**src/rtl/led_pwm_trail_if.sv**
```systemverilog
// Pattern load and LED drive bundle between the upstream shifter and the PWM trail block.
interface led_pwm_trail_if;
  logic [7:0] pattern_in;
  logic       pattern_valid;
  logic [3:0] brightness;
  logic       trail_en;
  logic [7:0] led_out;
  logic       frame_start;

  modport master (
    output pattern_in,
    output pattern_valid,
    output brightness,
    output trail_en,
    input  led_out,
    input  frame_start
  );

  modport slave (
    input  pattern_in,
    input  pattern_valid,
    input  brightness,
    input  trail_en,
    output led_out,
    output frame_start
  );
endinterface

```
**src/rtl/led_pwm_trail.sv**
```systemverilog
// 8-channel 16-step PWM LED driver with per-LED brightness and optional fade-out trail.
// Pattern load reaches levels 1 cycle after the strobe, led_out 2 cycles after; never stalls input.
module led_pwm_trail #(
  parameter int unsigned PWM_DIV    = 4,
  parameter int unsigned DECAY_DIV  = 12000,
  parameter int unsigned DECAY_STEP = 1
) (
  input  logic         clk,
  input  logic         rst,
  led_pwm_trail_if.slave bus
);

  localparam int unsigned PW = (PWM_DIV > 1) ? $clog2(PWM_DIV) : 1;
  localparam int unsigned DW = $clog2(DECAY_DIV);
  localparam logic [PW-1:0] PWM_LAST   = PW'(PWM_DIV - 1);
  localparam logic [DW-1:0] DECAY_LAST = DW'(DECAY_DIV - 1);
  localparam logic [3:0]    STEP       = 4'(DECAY_STEP);

  logic [PW-1:0]    pwm_pre;
  logic [3:0]       pwm_cnt;
  logic             pwm_step;
  logic             wrap_q;
  logic [DW-1:0]    decay_pre;
  logic             decay_tick;
  logic [7:0][3:0]  level;
  logic [7:0][3:0]  level_nxt;
  logic [7:0]       led_q;
  logic             frame_q;

  assign pwm_step   = (pwm_pre == PWM_LAST);
  assign decay_tick = (decay_pre == DECAY_LAST);

  // A load always wins for set bits; clear bits either drop, hold, or keep decaying.
  always_comb begin
    level_nxt = level;
    for (int i = 0; i < 8; i++) begin
      if (bus.pattern_valid && bus.pattern_in[i]) begin
        level_nxt[i] = bus.brightness;
      end else if (bus.pattern_valid && !bus.trail_en) begin
        level_nxt[i] = 4'd0;
      end else if (decay_tick && bus.trail_en) begin
        level_nxt[i] = (level[i] > STEP) ? (level[i] - STEP) : 4'd0;
      end
    end
  end

  always_ff @(posedge clk) begin
    if (!rst) begin
      pwm_pre   <= '0;
      pwm_cnt   <= 4'd0;
      wrap_q    <= 1'b0;
      frame_q   <= 1'b0;
      decay_pre <= '0;
      level     <= '0;
      led_q     <= 8'h00;
    end else begin
      pwm_pre   <= pwm_step ? '0 : (pwm_pre + PW'(1));
      if (pwm_step) begin
        pwm_cnt <= pwm_cnt + 4'd1;
      end
      // frame_start is delayed one more cycle so it lines up with the led_out frame.
      wrap_q    <= pwm_step && (pwm_cnt == 4'hF);
      frame_q   <= wrap_q;
      decay_pre <= decay_tick ? '0 : (decay_pre + DW'(1));
      level     <= level_nxt;
      for (int i = 0; i < 8; i++) begin
        led_q[i] <= (level[i] > pwm_cnt);
      end
    end
  end

  assign bus.led_out     = led_q;
  assign bus.frame_start = frame_q;

endmodule

```
**src/flat_wrapper.sv**
```systemverilog
// flat-port wrapper written by rule: the top's interface ports become plain ports
module led_pwm_trail_flat 
#(
  parameter int unsigned PWM_DIV    = 4,
  parameter int unsigned DECAY_DIV  = 12000,
  parameter int unsigned DECAY_STEP = 1
)
  (clk, rst, bus_pattern_in, bus_pattern_valid, bus_brightness, bus_trail_en, bus_led_out, bus_frame_start);
  led_pwm_trail_if bus_i ();
  input  logic clk;
  input  logic rst;
  input wire logic [$bits(bus_i.pattern_in)-1:0] bus_pattern_in;
  input wire logic [$bits(bus_i.pattern_valid)-1:0] bus_pattern_valid;
  input wire logic [$bits(bus_i.brightness)-1:0] bus_brightness;
  input wire logic [$bits(bus_i.trail_en)-1:0] bus_trail_en;
  output wire logic [$bits(bus_i.led_out)-1:0] bus_led_out;
  output wire logic [$bits(bus_i.frame_start)-1:0] bus_frame_start;
  assign bus_i.pattern_in = bus_pattern_in;
  assign bus_i.pattern_valid = bus_pattern_valid;
  assign bus_i.brightness = bus_brightness;
  assign bus_i.trail_en = bus_trail_en;
  assign bus_led_out = bus_i.led_out;
  assign bus_frame_start = bus_i.frame_start;
  led_pwm_trail #(.PWM_DIV(PWM_DIV), .DECAY_DIV(DECAY_DIV), .DECAY_STEP(DECAY_STEP)) u_core (.clk(clk), .rst(rst), .bus(bus_i));
endmodule
```
**config.mk**
```make
export PLATFORM = sky130hd
export DESIGN_NAME = led_pwm_trail_flat
export DESIGN_NICKNAME = d
export VERILOG_FILES = /design/src/rtl/led_pwm_trail_if.sv /design/src/rtl/led_pwm_trail.sv /design/src/flat_wrapper.sv
export SDC_FILE = /design/constraint.sdc
export NUM_CORES = 1
export LEC_CHECK = 0
export CAP_MARGIN = 40
export CORE_ASPECT_RATIO = 1.4
export CORE_MARGIN = 10
export CORE_UTILIZATION = 40
export DETAILED_ROUTE_END_ITERATION = 6
export HOLD_SLACK_MARGIN = 0.06
export PLACE_DENSITY_LB_ADDON = 0.08
export SLEW_MARGIN = 0
export SYNTH_ARGS = -nofsm -noshare
export SYNTH_HDL_FRONTEND = slang
export SYNTH_SLANG_ARGS = --single-unit
```
**constraint.sdc**
```tcl
create_clock -name clk -period 2.3 [get_ports clk]
set_input_delay 0.69 -clock clk [delete_from_list [all_inputs] [get_ports clk]]
set_output_delay 0.69 -clock clk [all_outputs]
set_load 0.05 [all_outputs]
```
==> results.yml <==
routing:
  drt-initial-drc-count: 113
  vias: 3565
  drt_first_pass_iters: 4
  drc: 0
  wirelength_microns: 10500
  avgRoutedWirePerCell_microns: 16.0
  vias_per_cell: 5.46
  ant_nets: 0
hold_path:
  min_path_type: "reg -> reg"
global_route:
  grt_overflow: 0
  grt_pass1_vias: 3622
  grt_pass1_wl_microns: 17600
  track_usage: 0.159
  grt_max_degree: 20
  antenna_found_initial: 0
sta:
  finalCritPeriodShare: 0.951
  layout_setup_ws_ns: 0.113
  holdWs_ns: 0.426
  rsz0062_at_grt: "no"
  worst_pin_slew_ns: 0.593
  setup_viol: 0
  min_period_ns: 2.19
  slew_viol_final: 0
  setup-tns-final_ns: 0
  max_slew_margin: 0.604
  fmax_mhz: 457
  hold_violations: 0
  skew_ns: 0.00706
floorplanning:
  coreArea_sq_um: 9460
  start_util: 0.411
  die-area_sq_um: 14100
  placementRows: 42
  dieWidth_microns: 103
  fp.dieH_microns: 137
  pin_count: 25
place:
  placed_cells: 637
  place.gp.congestion: 0.912
  dp_hpwl_microns: 7800
  place_area_sq_um: 4530
  preCtsSetupSlack_ns: -0.237
  port-buffer-count: 24
yosys:
  synthMuxAreaShare: 0.00258
  synth-adder-area-share: 0.164
  ys_types: 41
  synth-compound-area-share: 0.182
  syn-num-nets: 545
  syn_area_sq_um: 3880
  synth_top_family_by_area: "simple AND/OR/NAND/NOR gates"
  synth-seq-cells: 62
  synth_top_area_frac: 0.319
  postSynthCellCount: 478
  yosysWarnings: 0
  syn_avg_cell_area_sq_um: 8.13
  synth_xor_area_frac: 0.0338
  synth_seq_area_share: 0.319
  synth_simple_gate_area_frac: 0.248
  synth_top_cell_by_area: "dfxtp_1"
  synth_area_leaders: "dfxtp_1 32%, ha_1 16%, nand2_1 5.5%, a21oi_1 4.6%, nor2_1 4.0%"
clocking:
  clock_latency_ns: 0.33
  cts_num_sinks: 62
  hold_buffers: 0
  htreeDepth: 3
  cts_made_buffers: 9
  tritoncts: "built"
  clk_path_buf_depth: 2
  root_buffer: "clkbuf_16"
  clkSlewWorstSetupHoldPaths_ns: 0.06
worst_setup_path:
  critPathLaunchType: "input pin"
  cp.required_ns: 2.51
  crit_fanout: 10
  ff2ff_setup_slack_ns: 0.14
  rr_endpoint: "u_core.level[1]$_SDFFE_PN0P_"
  reg2reg_from: "u_core.decay_pre[0]$_SDFF_PP0_"
  crit_end: "u_core.level[1]$_SDFFE_PN0P_"
  worst_setup_path_end_kind: "register"
  crit_path_start: "bus_trail_en"
  rr_worst_depth: 7
  critPathKind: "in -> reg"
  arrival_ns: 2.40
final_layout:
  drive_above_1_share: 0.151
  fin_nets: 605
  syn2layout_area_growth_pct: 23.8
  final_cell_mix: "62 x dfxtp_1, 56 x nand2_1, 50 x ha_1"
  fin_cells: 653
  fin_area_sq_um: 4810
  final_common_cell: "dfxtp_1"
  antenna_cells: 0
power_and_ir_drop:
  power.density_nw_per_um2: 638
  peakVddDrop_mv: 0.431
  p_leak_uw: 0.00203
flow_run:
  maxCapViolations: 0
run_status:
  status: "finished clean"
==> state kept, by name (all words and copies together), names as in the netlist <==
signal,cells
u_core.wrap_q,1
u_core.pwm_pre,2
u_core.pwm_cnt,4
u_core.level,32
u_core.decay_pre,14
u_core.bus.frame_start,1
u_core.bus.led_out,8
==> cell families after synthesis <==
kind of cell,after synthesis
xor gates and xnor gates,15
DFF,62
AOI/OAI and AO/OA,109
and+or+nand+nor,189
muxes,1
buffers and inverters,51
adders and majority gates,51
==> layer usage <==
metal  vias to the layer above  share of wire  GRT usage
met5                         -              0          0
met4                         0          0.023     0.0860
met3                        14          0.035     0.0328
met2                        43           0.52      0.276
met1                      1690           0.42      0.177
li1                       1818              -          -
==> area by class of cell <==
| class | instances | area (sq um) |
|---|---|---|
| Clock buffer | 11 | 243 |
| Clock inverter | 5 | 25.0 |
| Fill cell | 938 | 4650 |
| Inverter | 37 | 139 |
| Multi-Input combinational cell | 365 | 2470 |
| Sequential cell | 62 | 1240 |
| Tap cell | 110 | 138 |
| Timing Repair Buffer | 63 | 558 |
==> Yosys cell counts (all sizes together) <==
| cell | instances |
|---|---|
| inv | 36 |
| nor2b | 8 |
| o22ai | 11 |
| nand2 | 57 |
| or3b | 5 |
| o221a | 6 |
| xnor2 | 11 |
| or4b | 1 |
| o211a | 2 |
| and3 | 2 |
| nor3b | 2 |
| a21oi | 36 |
| buf | 2 |
| nor4 | 7 |
| nand2b | 4 |
| nand4 | 6 |
| clkbuf | 12 |
| o32ai | 1 |
| or3 | 9 |
| a32oi | 3 |
| or2 | 5 |
| dfxtp | 62 |
| o211ai | 1 |
| a31oi | 8 |
| a311oi | 1 |
| nand4b | 2 |
| nor3 | 8 |
| o21ai | 15 |
| and2 | 12 |
| ha | 51 |
| o31ai | 1 |
| a211oi | 10 |
| nor2 | 41 |
| or4 | 6 |
| clkinv | 1 |
| xor2 | 4 |
| mux2i | 1 |
| o21a | 14 |
| nand3 | 14 |
==> worst max-delay path, cell delays in order <==
cell	delay, ns
clkdlybuf4s50_1	0.50
nand4_1	0.13
or4_1	0.41
buf_4	0.19
and2_4	0.17
a311oi_2	0.23
a211oi_1	0.07
==> metrics by stage <==
stage                     power, uW   util
final                          3070  0.508
after CTS                      3100  0.507
after floorplan                1620      -
after global placement         1840  0.478
after detailed placement       1850  0.478
after global routing           3220  0.508
==> worst min-delay path by stage <==
stage | start | endpoint | slack (ns) | cells after the start
2_1_floorplan | u_core.pwm_pre[0]$_SDFF_PP0_ | u_core.pwm_pre[0]$_SDFF_PP0_ | 0.40 | 1
3_3_place_gp | u_core.pwm_pre[0]$_SDFF_PP0_ | u_core.pwm_pre[0]$_SDFF_PP0_ | 0.41 | 1
3_5_place_dp | u_core.pwm_pre[0]$_SDFF_PP0_ | u_core.pwm_pre[0]$_SDFF_PP0_ | 0.42 | 1
4_1_cts | u_core.pwm_pre[0]$_SDFF_PP0_ | u_core.pwm_pre[0]$_SDFF_PP0_ | 0.43 | 1
5_1_grt | u_core.wrap_q$_SDFF_PN0_ | u_core.bus.frame_start$_SDFF_PN0_ | 0.45 | 1
6_report | u_core.pwm_pre[0]$_SDFF_PP0_ | u_core.pwm_pre[0]$_SDFF_PP0_ | 0.43 | 1
==> where the power goes <==
| part | internal, uW | switching [uW] |
|---|---|---|
| combinational | 293 | 345 |
| clock | 748 | 488 |
| sequential | 1140 | 54.0 |
| total | 2180 | 887 |
==> repair_timing <==
| item | CTS | global route |
|---|---|---|
| endpoints found under the setup margin | 0 | 9 |
| gates resized for setup | 0 | 4 |
| setup buffers | 0 | 0 |
Note: power is estimated with default switching activity, not from simulation.
